==> config.mk <==
export PLATFORM = sky130hd
export DESIGN_NAME = dffrnq_pipe_flat
export DESIGN_NICKNAME = d
export VERILOG_FILES = /design/src/rtl/dffrnq_pipe_if.sv /design/src/rtl/dffrnq_pipe.sv /design/src/flat_wrapper.sv
export SDC_FILE = /design/constraint.sdc
export NUM_CORES = 1
export LEC_CHECK = 0
export BUFFER_PORTS_ARGS = -buffer_cell sky130_fd_sc_hd__buf_2
export CAP_MARGIN = 10
export CELL_PAD_IN_SITES_DETAIL_PLACEMENT = 2
export CELL_PAD_IN_SITES_GLOBAL_PLACEMENT = 2
export CORE_UTILIZATION = 37
export DETAILED_ROUTE_END_ITERATION = 6
export GPL_ROUTABILITY_DRIVEN = 0
export PLACE_DENSITY = 0.83
export REMOVE_ABC_BUFFERS = 1
export SYNTH_ARGS = -nofsm -noshare
export SYNTH_HDL_FRONTEND = slang
export SYNTH_SLANG_ARGS = --single-unit
==> constraint.sdc <==
create_clock -name CLK -period 1.56 [get_ports CLK]
set_input_delay 0 -clock CLK [delete_from_list [all_inputs] [get_ports CLK]]
set_output_delay 0 -clock CLK [all_outputs]
set_load 0.02 [all_outputs]
==> src/rtl/dffrnq_pipe_if.sv <==
// dffrnq_pipe_if: valid/ready bus of the elastic register pipeline.
// master = producer/consumer side, slave = the pipeline itself.
interface dffrnq_pipe_if #(
  parameter int unsigned WIDTH = 8,
  parameter int unsigned DEPTH = 3
);
  localparam int unsigned CW = $clog2(DEPTH + 1);

  logic             in_valid;
  logic             in_ready;
  logic [WIDTH-1:0] D;
  logic             out_valid;
  logic             out_ready;
  logic [WIDTH-1:0] Q;
  logic [CW-1:0]    count;

  modport master (
    output in_valid, D, out_ready,
    input  in_ready, out_valid, Q, count
  );

  modport slave (
    input  in_valid, D, out_ready,
    output in_ready, out_valid, Q, count
  );
endinterface

==> src/rtl/dffrnq_pipe.sv <==
// dffrnq_pipe: WIDTH x DEPTH elastic register pipeline, collapsing bubbles, valid/ready on both ends.
// DFFRNQ_PIPE_SCAN_EN adds SE/SI/SO: one scan chain through all data registers, handshake frozen while SE=1.
module dffrnq_pipe #(
  parameter int unsigned      WIDTH     = 8,
  parameter int unsigned      DEPTH     = 3,
  parameter logic [WIDTH-1:0] RESET_VAL = '0
) (
  input  logic         CLK,
  input  logic         RN,
`ifdef DFFRNQ_PIPE_SCAN_EN
  input  logic         SE,
  input  logic         SI,
  output logic         SO,
`endif
  dffrnq_pipe_if.slave bus
);

  localparam int unsigned CW = $clog2(DEPTH + 1);

  logic [DEPTH-1:0] v_q;
  logic [DEPTH-1:0] v_nxt;
  logic [DEPTH-1:0] rdy;
  logic [DEPTH-1:0] src_v;
  logic [WIDTH-1:0] d_q   [DEPTH];
  logic [WIDTH-1:0] d_nxt [DEPTH];
  logic [WIDTH-1:0] src_d [DEPTH];
  logic [CW-1:0]    cnt_q;
  logic [CW-1:0]    cnt_nxt;
  logic             scan;

`ifdef DFFRNQ_PIPE_SCAN_EN
  localparam int unsigned TW = WIDTH * DEPTH;

  logic [TW-1:0] chain;
  logic [TW-1:0] chain_shift;

  assign scan = SE;
  assign SO   = d_q[DEPTH-1][WIDTH-1];

  // Flattened data registers, bit 0 = d[0][0]; SI enters at the bottom, SO leaves at the top.
  always_comb begin
    chain = '0;
    for (int i = 0; i < DEPTH; i++) chain[i*WIDTH +: WIDTH] = d_q[i];
    chain_shift = (chain << 1) | TW'(SI);
  end
`else
  assign scan = 1'b0;
`endif

  // A stage can load when it or any stage downstream of it frees up this cycle.
  for (genvar i = 0; i < DEPTH; i++) begin : g_rdy
    assign rdy[i] = bus.out_ready | ~(&v_q[DEPTH-1:i]);
  end

  // Upstream source for every stage: the input port for stage 0, the previous stage otherwise.
  always_comb begin
    src_v    = (v_q << 1) | DEPTH'(bus.in_valid);
    src_d[0] = bus.D;
    for (int i = 1; i < DEPTH; i++) src_d[i] = d_q[i-1];
  end

  // Next state: advance ready stages (data only moves with a valid word), or shift the scan chain.
  always_comb begin
    v_nxt   = v_q;
    d_nxt   = d_q;
    cnt_nxt = '0;
    if (!scan) begin
      for (int i = 0; i < DEPTH; i++) begin
        if (rdy[i]) begin
          v_nxt[i] = src_v[i];
          if (src_v[i]) d_nxt[i] = src_d[i];
        end
      end
    end
`ifdef DFFRNQ_PIPE_SCAN_EN
    else begin
      for (int i = 0; i < DEPTH; i++) d_nxt[i] = chain_shift[i*WIDTH +: WIDTH];
    end
`endif
    for (int i = 0; i < DEPTH; i++) cnt_nxt = cnt_nxt + CW'(v_nxt[i]);
  end

  always_ff @(posedge CLK or negedge RN) begin
    if (!RN) begin
      v_q   <= '0;
      cnt_q <= '0;
      for (int i = 0; i < DEPTH; i++) d_q[i] <= RESET_VAL;
    end else begin
      v_q   <= v_nxt;
      cnt_q <= cnt_nxt;
      for (int i = 0; i < DEPTH; i++) d_q[i] <= d_nxt[i];
    end
  end

  assign bus.in_ready  = rdy[0] & ~scan;
  assign bus.out_valid = v_q[DEPTH-1] & ~scan;
  assign bus.Q         = d_q[DEPTH-1];
  assign bus.count     = cnt_q;

endmodule

==> src/flat_wrapper.sv <==
// flat-port wrapper written by rule: the top's interface ports become plain ports
module dffrnq_pipe_flat 
#(
  parameter int unsigned      WIDTH     = 8,
  parameter int unsigned      DEPTH     = 3,
  parameter logic [WIDTH-1:0] RESET_VAL = '0
)
  (CLK, RN, bus_in_valid, bus_D, bus_out_ready, bus_in_ready, bus_out_valid, bus_Q, bus_count);
  dffrnq_pipe_if #(.WIDTH(WIDTH), .DEPTH(DEPTH)) bus_i ();
  input  logic CLK;
  input  logic RN;
  input wire logic [$bits(bus_i.in_valid)-1:0] bus_in_valid;
  input wire logic [$bits(bus_i.D)-1:0] bus_D;
  input wire logic [$bits(bus_i.out_ready)-1:0] bus_out_ready;
  output wire logic [$bits(bus_i.in_ready)-1:0] bus_in_ready;
  output wire logic [$bits(bus_i.out_valid)-1:0] bus_out_valid;
  output wire logic [$bits(bus_i.Q)-1:0] bus_Q;
  output wire logic [$bits(bus_i.count)-1:0] bus_count;
  assign bus_i.in_valid = bus_in_valid;
  assign bus_i.D = bus_D;
  assign bus_i.out_ready = bus_out_ready;
  assign bus_in_ready = bus_i.in_ready;
  assign bus_out_valid = bus_i.out_valid;
  assign bus_Q = bus_i.Q;
  assign bus_count = bus_i.count;
  dffrnq_pipe #(.WIDTH(WIDTH), .DEPTH(DEPTH), .RESET_VAL(RESET_VAL)) u_core (.CLK(CLK), .RN(RN), .bus(bus_i));
endmodule
==> impl_metrics.csv, run 1 <==
group,metric,value,unit
timing,setup_tns,0,ns
critical_path,crit_fanout,5,
synthesis,yosysUniqueCellTypes,15,
global_routing,grt_use_met3,6.11,%
timing,hold_viol,0,
floorplan,dieWidth,59.1,um
placed_design,port_buffers,23,
layout,drive_gt1_share,52.8,%
floorplan,die_area,3490,um2
routing,route.vias.total,691,
timing,timing.fmax,670,MHz
global_routing,grt_max_degree,30,
cts,clock_latency,0.31,ns
critical_path,crit_arrival,1.70,ns
critical_path,cp_slowest_cell,"fa_1",
critical_path,timing_worst_setup_path_type,"flip-flop to flip-flop",
timing,slew_viol_final,0,
outcome,outcome,"finished, final reports clean",
cts,cts.sinks,29,
floorplan,rows,20,
routing,drtAntennaViolNets,0,
timing,min_period,1.49,ns
critical_path,cp_cell_sequence,"nand4b_1 -> nor2b_1 -> fa_1 -> inv_1",
synthesis,synth_top_area_cell,"dfrtp_1",
layout,nets,121,
placed_design,placedCellCount,135,
critical_path,required,1.77,ns
cts,cts-root-buf,"clkbuf_4",
placed_design,hpwl,1540,um
synthesis,syn-instance-count,77,
global_routing,grt_pass1_vias,809,
global_routing,grtUsageTotal,16.5,%
timing,rsz0062_at_grt,"false",
floorplan,fp.dieH,59.1,um
timing,skew,0.00701,ns
cts,cts_tree,"built",
global_routing,overflow,0,
routing,drt_iter0_drc,9,
power,p_per_area,1420,nW/um2
cts,clk_pin_slew_worst_paths,0.09,ns
routing,wl_per_cell,15.8,um
critical_path,max_stage_delay,0.54,ns
job,drv_cap,0,
global_routing,use_met1,16.7,%
layout,diodes,0,
synthesis,synth_top_area_share,60.2,%
power,p_leak,0.695,nW
synthesis,netlist_top_cells_area,"dfrtp_1 60%, mux2_2 15%, mux2_4 10%",
global_routing,grt_pass1_wl,3880,um
timing,post-route-period-util,95.7,%
synthesis,ys_warn_count,0,
critical_path,start_kind,"flip-flop",
hold_path,hp-class,"input pin to flip-flop",
synthesis,seq_area_frac_synth,60.2,%
timing,finalSetupViolations,0,
placed_design,dpl_cell_area,1310,um2
layout,syn2layout_area_growth,21.1,%
cts,cts_resized,0,
timing,slew-limit-headroom,56.4,%
floorplan,io_pins,24,
global_routing,gr-max-usage-layer,"met2",
cts,cts_max_level,2,
cts,post_cts_buffers,0,
timing,fin_hold_ws,0.0997,ns
global_routing,antenna_found_initial,0,
power,peakVddDrop,0.611,mV
timing,tightest_slew,0.653,ns
synthesis,yosys_register_bits,29,
routing,vias_per_cell,4.55,
floorplan,start_util,39.2,%
critical_path,critPathCaptureType,"flip-flop",
cts,cts_made_buffers,5,
floorplan,coreArea,3080,um2
layout,final_util,47.4,%
synthesis,synth_area_per_cell,15.7,um2
routing,firstDrtPassIters,4,
layout,fin_cells,152,
routing,drc,0,
synthesis,syn_area,1210,um2
cts,cts_buffer_depth,2,
routing,drt-total-wl,2410,um
layout,final_area,1460,um2
global_routing,gr-usage-met2,29.5,%
[worst max-delay path: cells and delay by family (launching register included)]
family                   cells  cell delay, ns
adder cells (fa/ha/maj)      1            0.54
flip-flops                   1            0.42
buffers and inverters        1            0.04
AND/OR/NAND/NOR              2            0.39
[metal layers]
layer | routed length [um] | vias to the layer above
met3 | 91 | 4
met5 | 0 | -
met4 | 31 | 0
met1 | 940 | 362
met2 | 1340 | 18
li1 | - | 307
[sequential cells by signal (all words and copies together), names as in the netlist]
signal,flops
u_core.bus.count,2
u_core.v_q,3
u_core.d_q,16
u_core.bus.Q,8
[Yosys cell counts, drive strengths merged]
cell,instances
a21bo,1
a21oi,1
buf,10
dfrtp,29
fa,1
inv,5
mux2,24
nand2,1
nand2b,1
nand4b,1
nor2b,2
or2,1
[cells by family after synthesis]
kind of cell	count (synthesis)	synth area share, %
simple gates	6	3.94
fa+ha+maj	1	1.66
compound gates	2	1.24
flops	29	60.2
buf+inv	15	8.09
mux	24	24.9
[layout by cell type, fill, tap and decap left out, types with 5 or more instances in the layout]
cell / instances
dlygate4sd3_1: 10
mux2_4: 8
buf_2: 23
mux2_2: 16
dfrtp_1: 29
inv_1: 5
clkbuf_4: 5
[timing repair]
item / 4_1_cts / 5_1_grt
hold buffers: 10 / 0
hold endpoints to repair: 38 / 0
setup endpoints to repair: 0 / 0
[final cells by class]
cell class | instances | area (um2)
multi-input combinational | 33 | 383
tap | 44 | 55.1
timing repair buffer | 34 | 223
inverter | 5 | 18.8
clock buffer | 7 | 55.1
sequential | 29 | 726
fill | 317 | 1620
[metrics by stage]
step	power (mW)	setup WS, ns
detailed placement	1.62	0.0794
global route	2.19	0.00226
floorplan	1.41	-0.151
global placement	1.58	0.128
CTS	2.10	0.0500
finish	2.07	0.0673
[report_power, final]
group | internal, mW | total (mW) | switching, mW
Sequential | 0.940 | 1.04 | 0.102
Clock | 0.213 | 0.456 | 0.244
Combinational | 0.291 | 0.568 | 0.278
[worst paths after layout]
path | startpoint | slack [ns] | to | cells past startpoint
setup / recovery | u_core.v_q[1] | 0.07 | u_core.bus.count[0] | 4
hold / removal | bus_out_ready | 0.1 | u_core.v_q[2] | 3
setup reg to reg | u_core.v_q[1] | 0.07 | u_core.bus.count[0] | 4
hold reg to reg | u_core.bus.Q[2] | 0.51 | u_core.bus.Q[2] | 1
max in group asynchronous | RN | 0.88 | u_core.bus.Q[7] | 2
min in group asynchronous | RN | 0.25 | u_core.d_q[21] | 2
Power figures use the tool's default switching activity.
==> run 2, diff against run 1 <==
--- a/config.mk
+++ b/config.mk
@@ -5,7 +5,7 @@
 export SDC_FILE = /design/constraint.sdc
 export NUM_CORES = 1
 export LEC_CHECK = 0
-export BUFFER_PORTS_ARGS = -buffer_cell sky130_fd_sc_hd__buf_2
+export BUFFER_PORTS_ARGS = -buffer_cell sky130_fd_sc_hd__clkbuf_2
 export CAP_MARGIN = 10
 export CELL_PAD_IN_SITES_DETAIL_PLACEMENT = 2
 export CELL_PAD_IN_SITES_GLOBAL_PLACEMENT = 2
==> impl_metrics.csv, run 2 (synthesis results as in run 1) <==
group,metric,value,unit
cts,clock_latency,0.32,ns
power,power_frac_comb,25.3,%
global_routing,grt_pass1_wl,3770,um
routing,vias_per_cell,4.48,
critical_path,timing_worst_setup_path_type,"flip-flop to flip-flop",
placed_design,post-place-ws,0.0616,ns
global_routing,grtUsageTotal,15.8,%
layout,largest_reg_flops,16,
layout,nets,122,
critical_path,start_kind,"flip-flop",
cts,cts-root-buf,"clkbuf_4",
floorplan,rows,20,
timing,setup_tns,0,ns
hold_path,hp-class,"input pin to flip-flop",
critical_path,ff2ff_setup_slack,0.07,ns
job,drv_cap,0,
cts,cts_buffer_depth,2,
layout,largest-register,"u_core.d_q",
critical_path,critPathCaptureType,"flip-flop",
timing,post-route-period-util,95.4,%
timing,timing.fmax,672,MHz
floorplan,dieWidth,59.1,um
routing,drc,0,
floorplan,io_pins,24,
critical_path,cp_num_buf_inv,1,
routing,drt-total-wl,2270,um
global_routing,grt_pass1_vias,812,
timing,min_period,1.49,ns
layout,syn2layout_area_growth,24.2,%
timing,tightest_slew,0.708,ns
routing,wl_per_cell,14.7,um
timing,slew-limit-headroom,52.8,%
layout,final_common_cell,"dfrtp_1",
cts,cts_made_buffers,5,
timing,finalSetupViolations,0,
power,p_per_area,1500,nW/um2
critical_path,max_stage_delay,0.54,ns
timing,hold_viol,0,
power,p_switching,628,uW
routing,firstDrtPassIters,2,
power,clockPowerShare,28.3,%
cts,cts.sinks,29,
cts,clk_pin_slew_worst_paths,0.09,ns
floorplan,die_area,3490,um2
routing,route.vias.total,690,
timing,slew_viol_final,0,
timing,fin_ws,0.0725,ns
routing,drtAntennaViolNets,0,
power,peakVddDrop,0.656,mV
layout,drive_gt1_share,53.6,%
layout,diodes,0,
power,p_leak,0.721,nW
timing,skew,0.00568,ns
global_routing,overflow,0,
critical_path,crit_fanout,4,
global_routing,grt_max_degree,30,
critical_path,critPathTopFamily,"adder cells",
layout,ff_latch_area,726,um2
floorplan,coreArea,3080,um2
power,p_int,1.61,mW
critical_path,cp_cell_sequence,"nand4b_1 -> nor2b_1 -> fa_1 -> inv_1",
floorplan,fp.dieH,59.1,um
layout,multi_input_area,383,um2
cts,cts_max_level,2,
power,p_sw_share,28.0,%
layout,layout_common_cells,"29 x dfrtp_1, 23 x clkbuf_2, 16 x mux2_2",
critical_path,crit_arrival,1.71,ns
placed_design,hpwl,1550,um
floorplan,start_util,39.2,%
routing,drt_iter0_drc,13,
cts,cts_resized,0,
outcome,outcome,"finished, final reports clean",
critical_path,required,1.78,ns
cts,cts_tree,"built",
placed_design,port_buffers,23,
layout,fill_cells,307,
power,seqPwrFrac,46.4,%
global_routing,antenna_found_initial,0,
critical_path,cp_slowest_cell,"fa_1",
## run 2: cell count changes in the layout (fill, tap and decap cells not counted)
cell       previous run  this run
bufinv_16             0         1
buf_2                23         0
clkbuf_2              0        23
buf_4                 1         2
## run 2: metrics by stage
step | instances | hold WS (ns) | area [um2] | util, % | total power [mW]
after floorplan | 67 | -0.296 | 1130 | - | 1.41
after global placement | 135 | 0.0715 | 1310 | 42.4 | 1.58
after detailed placement | 135 | 0.0876 | 1310 | 42.4 | 1.61
after CTS | 153 | 0.0601 | 1490 | 48.4 | 2.29
after global routing | 154 | 0.0800 | 1500 | 48.7 | 2.38
final | 154 | 0.0894 | 1500 | 48.7 | 2.24
## run 2: area by class of cell
type	instances	share of cell area, %
multi-input combinational	33	25.6
timing repair buffer	35	15.4
inverter	5	1.25
sequential	29	48.5
tap	44	3.68
clock buffer	7	3.68
clock inverter	1	2.01
## run 2: worst paths after layout
check,start,end,cells after the start
worst max-delay path,u_core.v_q[1],u_core.bus.count[0],4
worst min-delay path,bus_out_ready,u_core.v_q[2],3
worst max register to register,u_core.v_q[1],u_core.bus.count[0],4
worst min register to register,u_core.bus.Q[7],u_core.bus.Q[7],1
max in group asynchronous,RN,u_core.d_q[18],2
min in group asynchronous,RN,u_core.bus.Q[5],2
## run 2: what timing repair did
action | 4_1_cts | 5_1_grt
buffers inserted | 0 | 1
endpoints found under the setup margin | 0 | 1
endpoints found under the hold margin | 38 | 0
hold buffers | 10 | 0
## run 2: worst min-delay path, delay by kind of cell
family	cells	cell delay (ns)
buf+inv	1	0.11
simple gates	2	0.26
## run 2: power groups by stage
stage	clock network, mW	logic (mW)	registers, mW
6_report	0.633	0.568	1.04
5_1_grt	0.696	0.620	1.06
4_1_cts	0.669	0.573	1.05
3_5_place_dp	0	0.552	1.06
3_3_place_gp	0	0.533	1.05
2_1_floorplan	0	0.255	1.15
## run 2: routing by layer
metal / vias to the layer above / routed length [um] / share of wire, % / global-route usage, %
met3: 2 / 123 / 5.4 / 6.55
li1: 312 / - / - / -
met5: - / 0 / 0 / 0
met1: 355 / 903 / 40 / 17.3
met2: 21 / 1220 / 54 / 26.3
met4: 0 / 23 / 1.0 / 8.16
